==> src/rtl/hazard_unit_pkg.sv <==
// Shared definitions for the load-use hazard unit: forward-select encodings,
// legal load-latency range and scoreboard counter width.
package hazard_unit_pkg;

  // Operand source select driven onto fwd1/fwd2
  typedef enum logic [1:0] {
    FWD_RF  = 2'b00,
    FWD_EX  = 2'b01,
    FWD_MEM = 2'b10
  } fwd_sel_e;

  localparam int unsigned LOAD_LAT_MIN = 1;
  localparam int unsigned LOAD_LAT_MAX = 7;

  // Width of each per-register countdown; must hold LOAD_LAT_MAX
  localparam int unsigned SB_CNT_W = 3;

  // Forwarding priority: EX result beats MEM result; unused operands read the regfile
  function automatic fwd_sel_e fwd_pick(input logic used, input logic ex_hit,
                                        input logic mem_hit);
    fwd_sel_e sel;
    sel = FWD_RF;
    if (used && ex_hit) begin
      sel = FWD_EX;
    end else if (used && mem_hit) begin
      sel = FWD_MEM;
    end
    return sel;
  endfunction

endpackage

==> src/rtl/hazard_unit_if.sv <==
// Pipeline <-> hazard unit bundle. master = pipeline side, slave = hazard unit.
interface hazard_unit_if #(
  parameter int unsigned REG_AW = 3,
  parameter int unsigned CNT_W  = 16
);

  logic              dec_valid;
  logic              dec_use1;
  logic              dec_use2;
  logic [REG_AW-1:0] dec_rs1;
  logic [REG_AW-1:0] dec_rs2;
  logic              ex_valid;
  logic              ex_load;
  logic              ex_wb;
  logic [REG_AW-1:0] ex_rdst;
  logic              mem_valid;
  logic              mem_wb;
  logic [REG_AW-1:0] mem_rdst;
  logic              flush;
  logic              stallD;
  logic [1:0]        fwd1;
  logic [1:0]        fwd2;
  logic [CNT_W-1:0]  stall_cnt;

  modport master (
    output dec_valid, dec_use1, dec_use2, dec_rs1, dec_rs2,
    output ex_valid, ex_load, ex_wb, ex_rdst,
    output mem_valid, mem_wb, mem_rdst, flush,
    input  stallD, fwd1, fwd2, stall_cnt
  );

  modport slave (
    input  dec_valid, dec_use1, dec_use2, dec_rs1, dec_rs2,
    input  ex_valid, ex_load, ex_wb, ex_rdst,
    input  mem_valid, mem_wb, mem_rdst, flush,
    output stallD, fwd1, fwd2, stall_cnt
  );

endinterface

==> src/rtl/hazard_scoreboard.sv <==
// Per-register load countdown scoreboard. A load issue reloads its
// destination count with LOAD_LAT, other nonzero counts tick down by one,
// and flush clears everything on the same edge.
module hazard_scoreboard
  import hazard_unit_pkg::*;
#(
  parameter int unsigned REG_AW   = 3,
  parameter int unsigned LOAD_LAT = 2
) (
  input  logic                clk,
  input  logic                rst_n,
  input  logic                issue_i,
  input  logic [REG_AW-1:0]   issue_idx_i,
  input  logic                flush_i,
  output logic [SB_CNT_W-1:0] cnt_o [2**REG_AW]
);

  localparam int unsigned NReg = 2 ** REG_AW;

  // Out-of-range latencies are pinned to the legal range
  localparam int unsigned LatClamp = (LOAD_LAT > LOAD_LAT_MAX) ? LOAD_LAT_MAX :
                                     (LOAD_LAT < LOAD_LAT_MIN) ? LOAD_LAT_MIN : LOAD_LAT;
  localparam logic [SB_CNT_W-1:0] LatVal = SB_CNT_W'(LatClamp);

  logic [SB_CNT_W-1:0] cnt_q [NReg];
  logic [SB_CNT_W-1:0] cnt_d [NReg];

  // Next count: flush > issue reload > decrement
  always_comb begin
    for (int i = 0; i < NReg; i++) begin
      cnt_d[i] = cnt_q[i];
      if (flush_i) begin
        cnt_d[i] = '0;
      end else if (issue_i && (issue_idx_i == REG_AW'(i))) begin
        cnt_d[i] = LatVal;
      end else if (cnt_q[i] != '0) begin
        cnt_d[i] = cnt_q[i] - 1'b1;
      end
    end
  end

  // Count registers, cleared asynchronously by reset
  always_ff @(posedge clk or negedge rst_n) begin
    if (!rst_n) begin
      for (int i = 0; i < NReg; i++) begin
        cnt_q[i] <= '0;
      end
    end else begin
      cnt_q <= cnt_d;
    end
  end

  assign cnt_o = cnt_q;

endmodule

==> src/rtl/hazard_unit.sv <==
// Load-use hazard detection and operand forwarding for an in-order pipeline.
// Build option: define HAZARD_FWD_EN to enable EX/MEM forwarding; without it
// fwd1/fwd2 stay at regfile and any pending producer of a used source stalls.
module hazard_unit
  import hazard_unit_pkg::*;
#(
  parameter int unsigned REG_AW   = 3,
  parameter int unsigned LOAD_LAT = 2,
  parameter int unsigned CNT_W    = 16
) (
  input logic          clk,
  input logic          rst_n,
  hazard_unit_if.slave bus
);

  localparam int unsigned NReg = 2 ** REG_AW;

  logic [SB_CNT_W-1:0] cnt [NReg];
  logic                ld_ex;
  logic                ex_wr;
  logic                mem_wr;
  logic                issue;
  logic                hit1;
  logic                hit2;
  logic                stall;
  fwd_sel_e            sel1;
  fwd_sel_e            sel2;
  logic [CNT_W-1:0]    stall_cnt_q;
  logic [CNT_W-1:0]    stall_cnt_d;

  assign ld_ex  = bus.ex_valid & bus.ex_load & bus.ex_wb;
  assign ex_wr  = bus.ex_valid & bus.ex_wb;
  assign mem_wr = bus.mem_valid & bus.mem_wb;
  assign issue  = ld_ex & ~bus.flush;

  hazard_scoreboard #(
    .REG_AW  (REG_AW),
    .LOAD_LAT(LOAD_LAT)
  ) u_scoreboard (
    .clk        (clk),
    .rst_n      (rst_n),
    .issue_i    (issue),
    .issue_idx_i(bus.ex_rdst),
    .flush_i    (bus.flush),
    .cnt_o      (cnt)
  );

  // Per-operand hazard detection and forward-source selection
  always_comb begin
    hit1 = 1'b0;
    hit2 = 1'b0;
    sel1 = FWD_RF;
    sel2 = FWD_RF;
`ifdef HAZARD_FWD_EN
    // A count of 1 means the load result is in MEM and can be forwarded
    hit1 = (cnt[bus.dec_rs1] > SB_CNT_W'(1)) | (ld_ex & (bus.ex_rdst == bus.dec_rs1));
    hit2 = (cnt[bus.dec_rs2] > SB_CNT_W'(1)) | (ld_ex & (bus.ex_rdst == bus.dec_rs2));
    sel1 = fwd_pick(bus.dec_use1, ex_wr & ~bus.ex_load & (bus.ex_rdst == bus.dec_rs1),
                    mem_wr & (bus.mem_rdst == bus.dec_rs1));
    sel2 = fwd_pick(bus.dec_use2, ex_wr & ~bus.ex_load & (bus.ex_rdst == bus.dec_rs2),
                    mem_wr & (bus.mem_rdst == bus.dec_rs2));
`else
    // No bypass network: wait until every in-flight producer has retired
    hit1 = (cnt[bus.dec_rs1] != '0) | (ex_wr & (bus.ex_rdst == bus.dec_rs1)) |
           (mem_wr & (bus.mem_rdst == bus.dec_rs1));
    hit2 = (cnt[bus.dec_rs2] != '0) | (ex_wr & (bus.ex_rdst == bus.dec_rs2)) |
           (mem_wr & (bus.mem_rdst == bus.dec_rs2));
`endif
  end

  // rst_n gating keeps outputs quiet while reset is held even if EX shows a load
  assign stall = rst_n & bus.dec_valid & ~bus.flush &
                 ((bus.dec_use1 & hit1) | (bus.dec_use2 & hit2));

  assign bus.stallD = stall;
  assign bus.fwd1   = rst_n ? sel1 : FWD_RF;
  assign bus.fwd2   = rst_n ? sel2 : FWD_RF;

  // Saturating stall counter next state
  always_comb begin
    stall_cnt_d = stall_cnt_q;
    if (stall && (stall_cnt_q != '1)) begin
      stall_cnt_d = stall_cnt_q + 1'b1;
    end
  end

  // Stall counter register
  always_ff @(posedge clk or negedge rst_n) begin
    if (!rst_n) begin
      stall_cnt_q <= '0;
    end else begin
      stall_cnt_q <= stall_cnt_d;
    end
  end

  assign bus.stall_cnt = stall_cnt_q;

endmodule

==> src/flat_wrapper.sv <==
// flat-port wrapper written by rule: the top's interface ports become plain ports
module hazard_unit_flat import hazard_unit_pkg::*;
#(
  parameter int unsigned REG_AW   = 3,
  parameter int unsigned LOAD_LAT = 2,
  parameter int unsigned CNT_W    = 16
)
  (clk, rst_n, bus_dec_valid, bus_dec_use1, bus_dec_use2, bus_dec_rs1, bus_dec_rs2, bus_ex_valid, bus_ex_load, bus_ex_wb, bus_ex_rdst, bus_mem_valid, bus_mem_wb, bus_mem_rdst, bus_flush, bus_stallD, bus_fwd1, bus_fwd2, bus_stall_cnt);
  hazard_unit_if #(.REG_AW(REG_AW), .CNT_W(CNT_W)) bus_i ();
  input logic clk;
  input logic rst_n;
  input wire logic [$bits(bus_i.dec_valid)-1:0] bus_dec_valid;
  input wire logic [$bits(bus_i.dec_use1)-1:0] bus_dec_use1;
  input wire logic [$bits(bus_i.dec_use2)-1:0] bus_dec_use2;
  input wire logic [$bits(bus_i.dec_rs1)-1:0] bus_dec_rs1;
  input wire logic [$bits(bus_i.dec_rs2)-1:0] bus_dec_rs2;
  input wire logic [$bits(bus_i.ex_valid)-1:0] bus_ex_valid;
  input wire logic [$bits(bus_i.ex_load)-1:0] bus_ex_load;
  input wire logic [$bits(bus_i.ex_wb)-1:0] bus_ex_wb;
  input wire logic [$bits(bus_i.ex_rdst)-1:0] bus_ex_rdst;
  input wire logic [$bits(bus_i.mem_valid)-1:0] bus_mem_valid;
  input wire logic [$bits(bus_i.mem_wb)-1:0] bus_mem_wb;
  input wire logic [$bits(bus_i.mem_rdst)-1:0] bus_mem_rdst;
  input wire logic [$bits(bus_i.flush)-1:0] bus_flush;
  output wire logic [$bits(bus_i.stallD)-1:0] bus_stallD;
  output wire logic [$bits(bus_i.fwd1)-1:0] bus_fwd1;
  output wire logic [$bits(bus_i.fwd2)-1:0] bus_fwd2;
  output wire logic [$bits(bus_i.stall_cnt)-1:0] bus_stall_cnt;
  assign bus_i.dec_valid = bus_dec_valid;
  assign bus_i.dec_use1 = bus_dec_use1;
  assign bus_i.dec_use2 = bus_dec_use2;
  assign bus_i.dec_rs1 = bus_dec_rs1;
  assign bus_i.dec_rs2 = bus_dec_rs2;
  assign bus_i.ex_valid = bus_ex_valid;
  assign bus_i.ex_load = bus_ex_load;
  assign bus_i.ex_wb = bus_ex_wb;
  assign bus_i.ex_rdst = bus_ex_rdst;
  assign bus_i.mem_valid = bus_mem_valid;
  assign bus_i.mem_wb = bus_mem_wb;
  assign bus_i.mem_rdst = bus_mem_rdst;
  assign bus_i.flush = bus_flush;
  assign bus_stallD = bus_i.stallD;
  assign bus_fwd1 = bus_i.fwd1;
  assign bus_fwd2 = bus_i.fwd2;
  assign bus_stall_cnt = bus_i.stall_cnt;
  hazard_unit #(.REG_AW(REG_AW), .LOAD_LAT(LOAD_LAT), .CNT_W(CNT_W)) u_core (.clk(clk), .rst_n(rst_n), .bus(bus_i));
endmodule
==> config.mk <==
export PLATFORM = sky130hd
export DESIGN_NAME = hazard_unit_flat
export DESIGN_NICKNAME = d
export VERILOG_FILES = /design/src/rtl/hazard_unit_pkg.sv /design/src/rtl/hazard_unit_if.sv /design/src/rtl/hazard_scoreboard.sv /design/src/rtl/hazard_unit.sv /design/src/flat_wrapper.sv
export SDC_FILE = /design/constraint.sdc
export NUM_CORES = 1
export LEC_CHECK = 0
export ABC_CLOCK_PERIOD_IN_PS = 2750
export BUFFER_PORTS_ARGS = -buffer_cell sky130_fd_sc_hd__buf_2
export CAP_MARGIN = 5
export CORE_UTILIZATION = 25
export DETAILED_ROUTE_END_ITERATION = 12
export PLACE_DENSITY = 0.42
export SYNTH_ARGS = -nofsm -noshare
export SYNTH_HDL_FRONTEND = slang
export SYNTH_SLANG_ARGS = --single-unit
==> constraint.sdc <==
create_clock -name clk -period 2.75 [get_ports clk]
set_input_delay 0.275 -clock clk [delete_from_list [all_inputs] [get_ports clk]]
set_output_delay 0.275 -clock clk [all_outputs]
set_load 0.01 [all_outputs]
==> impl_metrics.yaml <==
worst_setup_path:
  cp_slowest_stage_delay_ns: 0.55
  cp_data_required_time_ns: 2.48
  cp_cell_sequence: "nor3_1, a2111oi_0, or4_1, o211ai_2, nand2_1, buf_2"
  cp_slowest_cell: "or4_1"
  crit_arrival_ns: 2.26
  endpoint_kind: "output pin"
  worstPathMaxFanout: 4
  cp-start-kind: "register"
  critical_path_class: "reg2out"
clocking:
  ctsHtreeMaxLevel: 2
  clk_pin_slew_worst_paths_ns: 0.09
  cts_tree: "done"
  cts_buffer_depth: 2
  clk_latency_ns: 0.30
  root_buffer: "clkbuf_8"
  cts_hold_buf: 0
  numCtsBuffers: 5
  cts.sinks: 40
timing:
  relSlewSlack: 0.579
  layout_setup_ws_ns: 0.211
  fin_skew_ns: 0.00714
  timing.final.max_slew_violations: 0
  setup_violations: 0
  whs_ns: 0.111
  rsz0062_at_grt: "no"
  max_freq_ghz: 0.394
  final-hold-violation-count: 0
  fin_setup_tns_ns: 0
  worst_pin_slew_ns: 0.632
  fin_crit_ns: 2.54
  post-route-period-util: 0.923
floorplanning:
  rows: 35
  io_pins: 44
  start_util: 0.262
  design.core.area_um2: 9370
  fp.dieH_um: 101
  die_x_um: 101
  dieArea_um2: 10200
status:
  status: "completed"
pwr:
  power.density_nw_per_um2: 891
  leakage_nw: 1.34
  power.total_mw: 2.55
  irDropWorstVdd_uv: 295
routing:
  route.detailed.drc: 0
  vias: 1995
  routed_via_density: 4.52
  post_drt_wl_per_cell_um: 13.5
  drtPass1Iterations: 4
  routed_wl_mm: 5.96
  drtIter0Drc: 57
  ant_nets: 0
global_route:
  overflow: 0
  grt_pass1_wl_mm: 9.75
  grt_max_degree: 41
  grt_usage: 0.124
  grt_pass1_vias: 1934
  antenna_found_initial: 1
finish:
  final_cell_area_um2: 2860
  design.final.nets: 350
  final_cells: 441
  layout-drive-gt1-share: 0.174
  synthToLayoutAreaGrowth_pct: 16.2
  fin_util: 0.305
placement:
  io_buffers: 39
  placed_area_um2: 2760
  pre_cts_slack_ns: 0.347
  dpl.hpwl_mm: 4.42
  finalWeightedCongestion: 0.803
  placedCellCount: 432
synthesis:
  ys_types: 37
  synth-edff-count: 0
  yosysSeqAreaShare: 0.407
  synth.yosys.warnings: 0
  synth_area_per_cell_um2: 9.07
  synth_area_um2: 2460
  synthArstFlopShare: 1.00
  ys_ff_latch: 40
  netlist_instances: 271
  postSynth.topFlopCell: "dfrtp_1"
hold_path:
  hold_path_class: "in2async"
flow_run:
  drv_cap: 0
Yosys cell counts, types with 2 or more instances:
master     number  share of area
dfrtp_1        40           0.41
nor2_1         34          0.052
inv_1          28          0.043
nor3_1         22          0.045
xor2_1         21          0.075
ha_1           17          0.087
nand2_1        15          0.023
nor4_1         13          0.033
xnor2_1        12          0.043
a211oi_1       10          0.031
a21oi_1         8          0.016
nand3_1         5          0.010
nand4_1         5          0.013
a2111oi_0       4          0.014
and3_1          4          0.010
buf_4           4          0.012
buf_2           3         0.0061
clkbuf_1        3         0.0046
nand2b_1        3         0.0076
buf_6           2         0.0092
mux2i_1         2         0.0081
sequential cells by signal, indices dropped and copies added, names as in the netlist:
register	flops
u_core.u_scoreboard.cnt_o	24
u_core.bus.stall_cnt	16
cell families after synthesis:
family / share of synthesized area
AND/OR/NAND/NOR: 0.211
flip-flops: 0.407
buffers and inverters: 0.0748
XOR/XNOR: 0.118
AO/OA/AOI/OAI: 0.0840
adder cells (fa/ha/maj): 0.0865
multiplexers: 0.0173
other: 0.00153
power breakdown:
part	leakage [nW]	internal, mW	switching [mW]
clock network	0.0479	0.177	0.228
logic	0.760	0.538	0.640
registers	0.532	0.776	0.186
total	1.34	1.49	1.05
layout make-up:
type                    instances  area, µm²
fillers                      1026       6510
diodes                          1       2.50
flip-flops and latches         40       1000
clock inverters                 3       18.8
repair buffers                 41        210
clock buffers                   5       68.8
inverters                      28        105
well taps                     129        161
multi-input cells             194       1290
what timing repair did:
| action | 4_1_cts | 5_1_grt |
|---|---|---|
| setup buffers | 0 | 0 |
| gates resized for setup | 0 | 1 |
| endpoints found under the setup margin | 0 | 1 |
cell usage in the layout (no fill, tap or decap), types with 2 or more instances in the layout:
| cell type | n |
|---|---|
| clkinv_2 | 2 |
| xor2_1 | 21 |
| nand2_1 | 15 |
| nand4_1 | 5 |
| nor4_1 | 13 |
| inv_1 | 28 |
| and3_1 | 4 |
| buf_2 | 39 |
| a2111oi_0 | 4 |
| mux2i_1 | 2 |
| buf_4 | 2 |
| nand3_1 | 5 |
| nor3_1 | 21 |
| clkbuf_8 | 5 |
| ha_1 | 17 |
| xnor2_1 | 12 |
| nand2b_1 | 3 |
| conb_1 | 4 |
| dfrtp_1 | 40 |
| nor2_1 | 34 |
| a211oi_1 | 10 |
| a21oi_1 | 8 |
critical path: cells and delay by family, from the launching register on:
kind / cells / cell delay [ns]
DFF: 1 / 0.40
buffers and inverters: 1 / 0.17
and+or+nand+nor: 3 / 1.01
AOI/OAI and AO/OA: 2 / 0.39
per-layer routing:
layer | vias up | share of wire | global-route usage
met4 | 0 | 0.0067 | 0.0268
li1 | 1004 | - | -
met3 | 5 | 0.058 | 0.0345
met1 | 941 | 0.50 | 0.168
met5 | - | 0 | 0
met2 | 45 | 0.43 | 0.196
worst paths after layout:
path                                                    start                       endpoint  slack, ns  depth (start not counted)
worst max-delay path            u_core.u_scoreboard.cnt_o[13]                     bus_stallD       0.21                          6
worst min-delay path                                    rst_n  u_core.u_scoreboard.cnt_o[10]       0.11                          2
worst max register to register  u_core.u_scoreboard.cnt_o[13]       u_core.bus.stall_cnt[12]       0.39                          7
worst min register to register        u_core.bus.stall_cnt[6]        u_core.bus.stall_cnt[6]       0.49                          1
max in group asynchronous                               rst_n       u_core.bus.stall_cnt[11]       2.26                          2
min in group clk                                    bus_flush  u_core.u_scoreboard.cnt_o[10]       0.38                          2
No activity file was read; power rests on OpenSTA's default activity.
